## src/rtl/ifetch_assembler_pkg.sv

```systemverilog
// Shared types and widths for the instruction-fetch assembler.
// The fetch controller and the IR packer both use these.
package ifetch_assembler_pkg;

  typedef enum logic {StFetch, StHold} fetch_state_e;

  localparam int unsigned IsaInstrW    = 32;
  localparam int unsigned DefaultMemW  = 8;
  localparam int unsigned DefaultAddrW = 8;

  // Width of a beat index. It is at least 1 so that BEATS==1 still has a legal vector.
  function automatic int unsigned idx_width(input int unsigned n);
    return (n > 1) ? $clog2(n) : 1;
  endfunction

endpackage

```

## src/rtl/ifetch_assembler_ir_packer.sv

```systemverilog
// Instruction register made of BEATS lanes of MEM_W bits.
// Each accepted beat writes the one lane its index selects.
module ifetch_assembler_ir_packer
  import ifetch_assembler_pkg::*;
#(
  parameter int unsigned MEM_W = DefaultMemW,
  parameter int unsigned BEATS = 4,
  parameter int unsigned IDX_W = idx_width(BEATS)
) (
  input  logic                   clk_i,
  input  logic                   rst_i,
  input  logic                   we_i,
  input  logic [IDX_W-1:0]       idx_i,
  input  logic [MEM_W-1:0]       wdata_i,
  output logic [BEATS*MEM_W-1:0] instr_o
);

  logic [BEATS*MEM_W-1:0] ir_q, ir_d;

  always_comb begin
    ir_d = ir_q;
    for (int i = 0; i < BEATS; i++) begin
      if (we_i && (idx_i == IDX_W'(i))) begin
        ir_d[i*MEM_W +: MEM_W] = wdata_i;
      end
    end
  end

  always_ff @(posedge clk_i or posedge rst_i) begin
    if (rst_i) begin
      ir_q <= '0;
    end else begin
      ir_q <= ir_d;
    end
  end

  assign instr_o = ir_q;

endmodule

```

## src/rtl/ifetch_assembler.sv

```systemverilog
// Instruction-fetch unit. It owns the PC and issues BEATS narrow reads per instruction.
// It then presents the assembled instruction to decode over a valid/ready handshake.
module ifetch_assembler
  import ifetch_assembler_pkg::*;
#(
  parameter int unsigned       ADDR_W   = DefaultAddrW,
  parameter int unsigned       MEM_W    = DefaultMemW,
  parameter int unsigned       INSTR_W  = IsaInstrW,
  parameter logic [ADDR_W-1:0] RESET_PC = '0
) (
  input  logic               clk,
  input  logic               reset,
  output logic               mem_req,
  output logic [ADDR_W-1:0]  mem_adr,
  input  logic               mem_ack,
  input  logic [MEM_W-1:0]   mem_rdata,
  output logic [INSTR_W-1:0] instr,
  output logic               instr_valid,
  input  logic               instr_ready,
  output logic [ADDR_W-1:0]  pcvalue,
  output logic [ADDR_W-1:0]  nextpcvalue,
  input  logic               redirect,
  input  logic [ADDR_W-1:0]  redirect_pc
);

  localparam int unsigned       BEATS     = INSTR_W / MEM_W;
  localparam int unsigned       IdxW      = idx_width(BEATS);
  localparam logic [IdxW-1:0]   LastBeat  = IdxW'(BEATS - 1);
  localparam logic [ADDR_W-1:0] BeatsAddr = ADDR_W'(BEATS);

  fetch_state_e      state_q, state_d;
  logic [ADDR_W-1:0] pc_q, pc_d;
  logic [IdxW-1:0]   beat_q, beat_d;
  logic              started_q, started_d;
  logic              ir_we;

  assign pcvalue     = pc_q;
  assign nextpcvalue = pc_q + BeatsAddr;
  assign mem_adr     = pc_q + ADDR_W'(beat_q);

  always_comb begin
    state_d     = state_q;
    pc_d        = pc_q;
    beat_d      = beat_q;
    started_d   = 1'b1;
    ir_we       = 1'b0;
    // The request stays quiet for one cycle after reset is released.
    mem_req     = (state_q == StFetch) && started_q;
    instr_valid = (state_q == StHold);

    if (redirect) begin
      pc_d    = redirect_pc;
      beat_d  = '0;
      state_d = StFetch;
    end else begin
      unique case (state_q)
        StFetch: begin
          if (mem_req && mem_ack) begin
            ir_we = 1'b1;
            if (beat_q == LastBeat) begin
              beat_d  = '0;
              state_d = StHold;
            end else begin
              beat_d = beat_q + IdxW'(1);
            end
          end
        end
        StHold: begin
          if (instr_ready) begin
            pc_d    = nextpcvalue;
            state_d = StFetch;
          end
        end
        default: state_d = StFetch;
      endcase
    end
  end

  always_ff @(posedge clk or posedge reset) begin
    if (reset) begin
      state_q   <= StFetch;
      pc_q      <= RESET_PC;
      beat_q    <= '0;
      started_q <= 1'b0;
    end else begin
      state_q   <= state_d;
      pc_q      <= pc_d;
      beat_q    <= beat_d;
      started_q <= started_d;
    end
  end

  ifetch_assembler_ir_packer #(
    .MEM_W (MEM_W),
    .BEATS (BEATS),
    .IDX_W (IdxW)
  ) u_ir_packer (
    .clk_i   (clk),
    .rst_i   (reset),
    .we_i    (ir_we),
    .idx_i   (beat_q),
    .wdata_i (mem_rdata),
    .instr_o (instr)
  );

endmodule

```

## config.mk

```make
export PLATFORM = sky130hd
export DESIGN_NAME = ifetch_assembler
export DESIGN_NICKNAME = d
export VERILOG_FILES = /design/src/rtl/ifetch_assembler_pkg.sv /design/src/rtl/ifetch_assembler_ir_packer.sv /design/src/rtl/ifetch_assembler.sv
export SDC_FILE = /design/constraint.sdc
export NUM_CORES = 1
export LEC_CHECK = 0
export ABC_AREA = 1
export ABC_CLOCK_PERIOD_IN_PS = 3100
export BUFFER_PORTS_ARGS = -buffer_cell sky130_fd_sc_hd__buf_2
export CAP_MARGIN = 10
export CORE_MARGIN = 1.5
export CORE_UTILIZATION = 40
export CTS_BUF_LIST = sky130_fd_sc_hd__clkbuf_2 sky130_fd_sc_hd__clkbuf_4 sky130_fd_sc_hd__clkbuf_8
export DETAILED_ROUTE_END_ITERATION = 10
export PLACE_DENSITY = 0.66
export SYNTH_ARGS = -nofsm -noshare
export SYNTH_HDL_FRONTEND = slang
export SYNTH_HIERARCHICAL = 1
export SYNTH_SLANG_ARGS = --single-unit
```

## constraint.sdc

```tcl
create_clock -name clk -period 3.1 [get_ports clk]
set_clock_uncertainty 0.2 [all_clocks]
set_input_delay 0.31 -clock clk [delete_from_list [all_inputs] [get_ports clk]]
set_output_delay 0.31 -clock clk [all_outputs]
set_load 0.02 [all_outputs]
```

==> summary.log <==
INFO  run_status     result_of_the_run=finished, final reports clean
INFO  worst_setup_path crit_path_category=flop to output pin
INFO  final_layout   diodes=0
INFO  logic_synthesis synth-xor-area-share=1.97%
INFO  clocking       clk_latency=0.29ns
INFO  sta            timing.fmax=418MHz
INFO  detailed_routing wl_per_cell=13.3um
INFO  clocking       worst_setup_hold_path_clk_slew=0.08ns
INFO  sta            final-hold-violation-count=0
INFO  detailed_routing drt_first_iter_violations=126
INFO  logic_synthesis synth_cells=251
INFO  global_route   grt_max_degree=39
INFO  final_layout   layout.filler_cells=527
INFO  detailed_routing ant_nets=0
INFO  clocking       tritoncts_clock_tree=built
INFO  placed_design  place_hpwl=3.76mm
INFO  detailed_routing detail_route.first_pass.iterations=4
INFO  logic_synthesis synth_most_common_cell=nand2_1
INFO  logic_synthesis synth_edf_count=0
INFO  logic_synthesis syn-mean-instance-area=8.85um^2
INFO  detailed_routing routed_via_density=4.92
INFO  die            die_height=77.5um
INFO  clocking       cts_htree_levels=2
INFO  global_route   wire_length_of_the_first_global_routing_pass=8.87mm
INFO  global_route   grtUsageTotal=18.8%
INFO  placed_design  io_buffer_count=78
INFO  clocking       clock-sinks=44
INFO  logic_synthesis synthMuxAreaShare=0%
INFO  die            io_pins=79
INFO  worst_setup_path worstRegToRegCells=7
INFO  power          total_power=1.60mW
INFO  clocking       cts_root_buf=clkbuf_8
INFO  logic_synthesis synthesis.yosys.warnings=6
INFO  logic_synthesis synth.top_cell.area_share=49.6%
INFO  sta            final_max_slew_viol_count=0
INFO  min_path       worst_hold_path_type=input pin to flop
INFO  logic_synthesis synth_simple_gate_area_share=32.4%
INFO  worst_setup_path cp.required=2.59ns
INFO  global_route   vias_in_the_first_global_route=1801
INFO  clocking       clock_tree.buffer_depth=2
INFO  final_layout   nets_finish=356
INFO  final_layout   layout-area-overhead-vs-synth=23.6%
INFO  logic_synthesis synth.largest_area_cell=dfrtp_1
INFO  logic_synthesis synth_area=2220um^2
INFO  worst_setup_path r2r-end=u_ir_packer/instr_o[27]
INFO  global_route   antenna_found_initial=0
INFO  final_layout   multi_input_comb_area=932um^2
INFO  logic_synthesis synth_nets=277
INFO  detailed_routing routed_wl=5.34mm
INFO  logic_synthesis main_combinational_cell_family_by_area_after_synthesis=simple AND/OR/NAND/NOR gates
INFO  power          vdd_ir_drop_max=219uV
INFO  die            die_width=77.5um
INFO  worst_setup_path timing.reg2reg.setup_slack=1.36ns
INFO  clocking       cts_inserted_buffers=5
INFO  worst_setup_path setup.worst_path.end_class=output pin
INFO  sta            setup_violations=0
INFO  die            num_rows=26
INFO  die            fp.coreArea=5240um^2
INFO  die            initial_core_util=42.4%
INFO  detailed_routing drc=0
INFO  logic_synthesis synthDistinctLibCells=33
INFO  worst_setup_path r2r_start=instr_valid
INFO  logic_synthesis synth-compound-area-share=4.28%
INFO  logic_synthesis synthArstFlopShare=100%
INFO  sta            final.hold.worst_slack=0.0217ns
INFO  detailed_routing dr_total_vias=1971
INFO  logic_synthesis synth_flop_cell=dfrtp_1
INFO  sta            min_period_over_period=77.2%
INFO  power          power.leakage=1.55nW
INFO  final_layout   drive_above_1_share=30.5%
INFO  min_path       hold-path-endpoint=pcvalue[0]
INFO  logic_synthesis synth.cells.most_frequent=nand2_1, dfrtp_1, nand4_1
INFO  run            cap_viol_max_count=0
INFO  global_route   overflow=0
INFO  placed_design  gp_congestion=0.829
INFO  min_path       worst_hold_start=redirect_pc[0]
INFO  sta            finalCriticalPeriod=2.39ns
INFO  worst_setup_path worst_ep_arrival_time=1.88ns
INFO  power          power.density_cell_area=583nW/um^2
INFO  worst_setup_path critical_path.max_fanout=4
INFO  final_layout   flip_flop_and_latch_area=1100um^2
INFO  clocking       cts_setup_buffers=0
INFO  min_path       holdPathStages=3
INFO  die            design.die.area=6010um^2
INFO  sta            final_setup_tns=0ns
INFO  worst_setup_path critPathLaunchType=flop
INFO  logic_synthesis synth.ff_latch_count=44
INFO  logic_synthesis synth_adder_area_share=3.15%
INFO  logic_synthesis ys_seq_area_share=49.6%
INFO  logic_synthesis ys_top_cells_by_area=dfrtp_1, nand2_1, nand4_1
INFO  sta            unrepaired_setup_endpoints_after_global_routing=false
cell usage in the layout, fill, tap and decap left out, drive strengths merged:
cell type,n
a31oi,2
o21bai,1
nand3b,1
fa,1
clkinvlp,1
dlygate4sd3,1
clkbuf,5
a21oi,1
nand3,16
and2,1
bufinv,1
dfrtp,44
xor2,4
clkinv,3
nand2,96
buf,82
o21ai,10
xnor2,1
ha,4
o211ai,2
conb,1
nand4,25
inv,20
nor2,8
per-layer routing:
layer | vias up | global-route usage (%) | share of wire [%]
met4 | 0 | 6.36 | 1.2
li1 | 976 | - | -
met1 | 903 | 26.6 | 45
met2 | 87 | 28.4 | 45
met5 | - | 0 | 0
met3 | 5 | 4.35 | 8.0
kinds of logic (layout without fill, tap and decap cells):
logic type / after synthesis / after routing
other: 1 / 1
buffers and inverters: 33 / 113
xor gates and xnor gates: 5 / 5
AOI/OAI and AO/OA: 16 / 16
and+or+nand+nor: 147 / 147
adders and majority gates: 5 / 5
DFF: 44 / 44
layout make-up:
| class | instances | area share, % |
|---|---|---|
| clock buffers | 5 | 2.51 |
| inverters | 22 | 3.01 |
| multi-input cells | 174 | 34.0 |
| clock inverters | 3 | 1.55 |
| repair buffers | 83 | 15.7 |
| well taps | 70 | 3.19 |
| flip-flops and latches | 44 | 40.1 |
worst max path at each step:
stage          startpoint  slack, ns          to  cells after the start
2_1_floorplan  pcvalue[0]       0.96  mem_adr[6]                      5
3_3_place_gp   pcvalue[0]       1.12  mem_adr[6]                      6
3_5_place_dp   pcvalue[0]       1.02  mem_adr[6]                      6
4_1_cts        pcvalue[0]       0.67  mem_adr[6]                      6
5_1_grt        pcvalue[0]       0.59  mem_adr[6]                      6
6_report       pcvalue[0]       0.71  mem_adr[6]                      6
state kept, by name, summed over array words and instances (netlist names):
name / cells
beat_q: 2
instr_valid: 1
u_ir_packer/instr_o: 32
started_q: 1
pcvalue: 8
power by group:
| part | internal (mW) | switching (mW) |
|---|---|---|
| Clock | 0.239 | 0.203 |
| Combinational | 0.144 | 0.304 |
| Sequential | 0.656 | 0.0536 |
| Total | 1.04 | 0.561 |
metrics by stage:
stage                     area [um^2]  instances  util, %  setup WS (ns)
after floorplan                  2220        251        -          0.961
after global placement           2620        392     50.1           1.12
after detailed placement         2620        392     50.1           1.02
after CTS                        2750        401     52.4          0.674
after global routing             2750        401     52.4          0.593
final                            2750        401     52.4          0.707
worst max-delay path: stages, from the launching register on:
cell and delay, ns:
dfrtp_1 0.40, ha_1 0.19, inv_1 0.05, fa_1 0.43, nor2_1 0.18, xor2_1 0.16
buf_2 0.18
timing repair:
action	in CTS	in global routing
hold buffers	1	0
gates resized for setup	0	0
hold endpoints to repair	44	0
(Power assumes the default switching activity.)
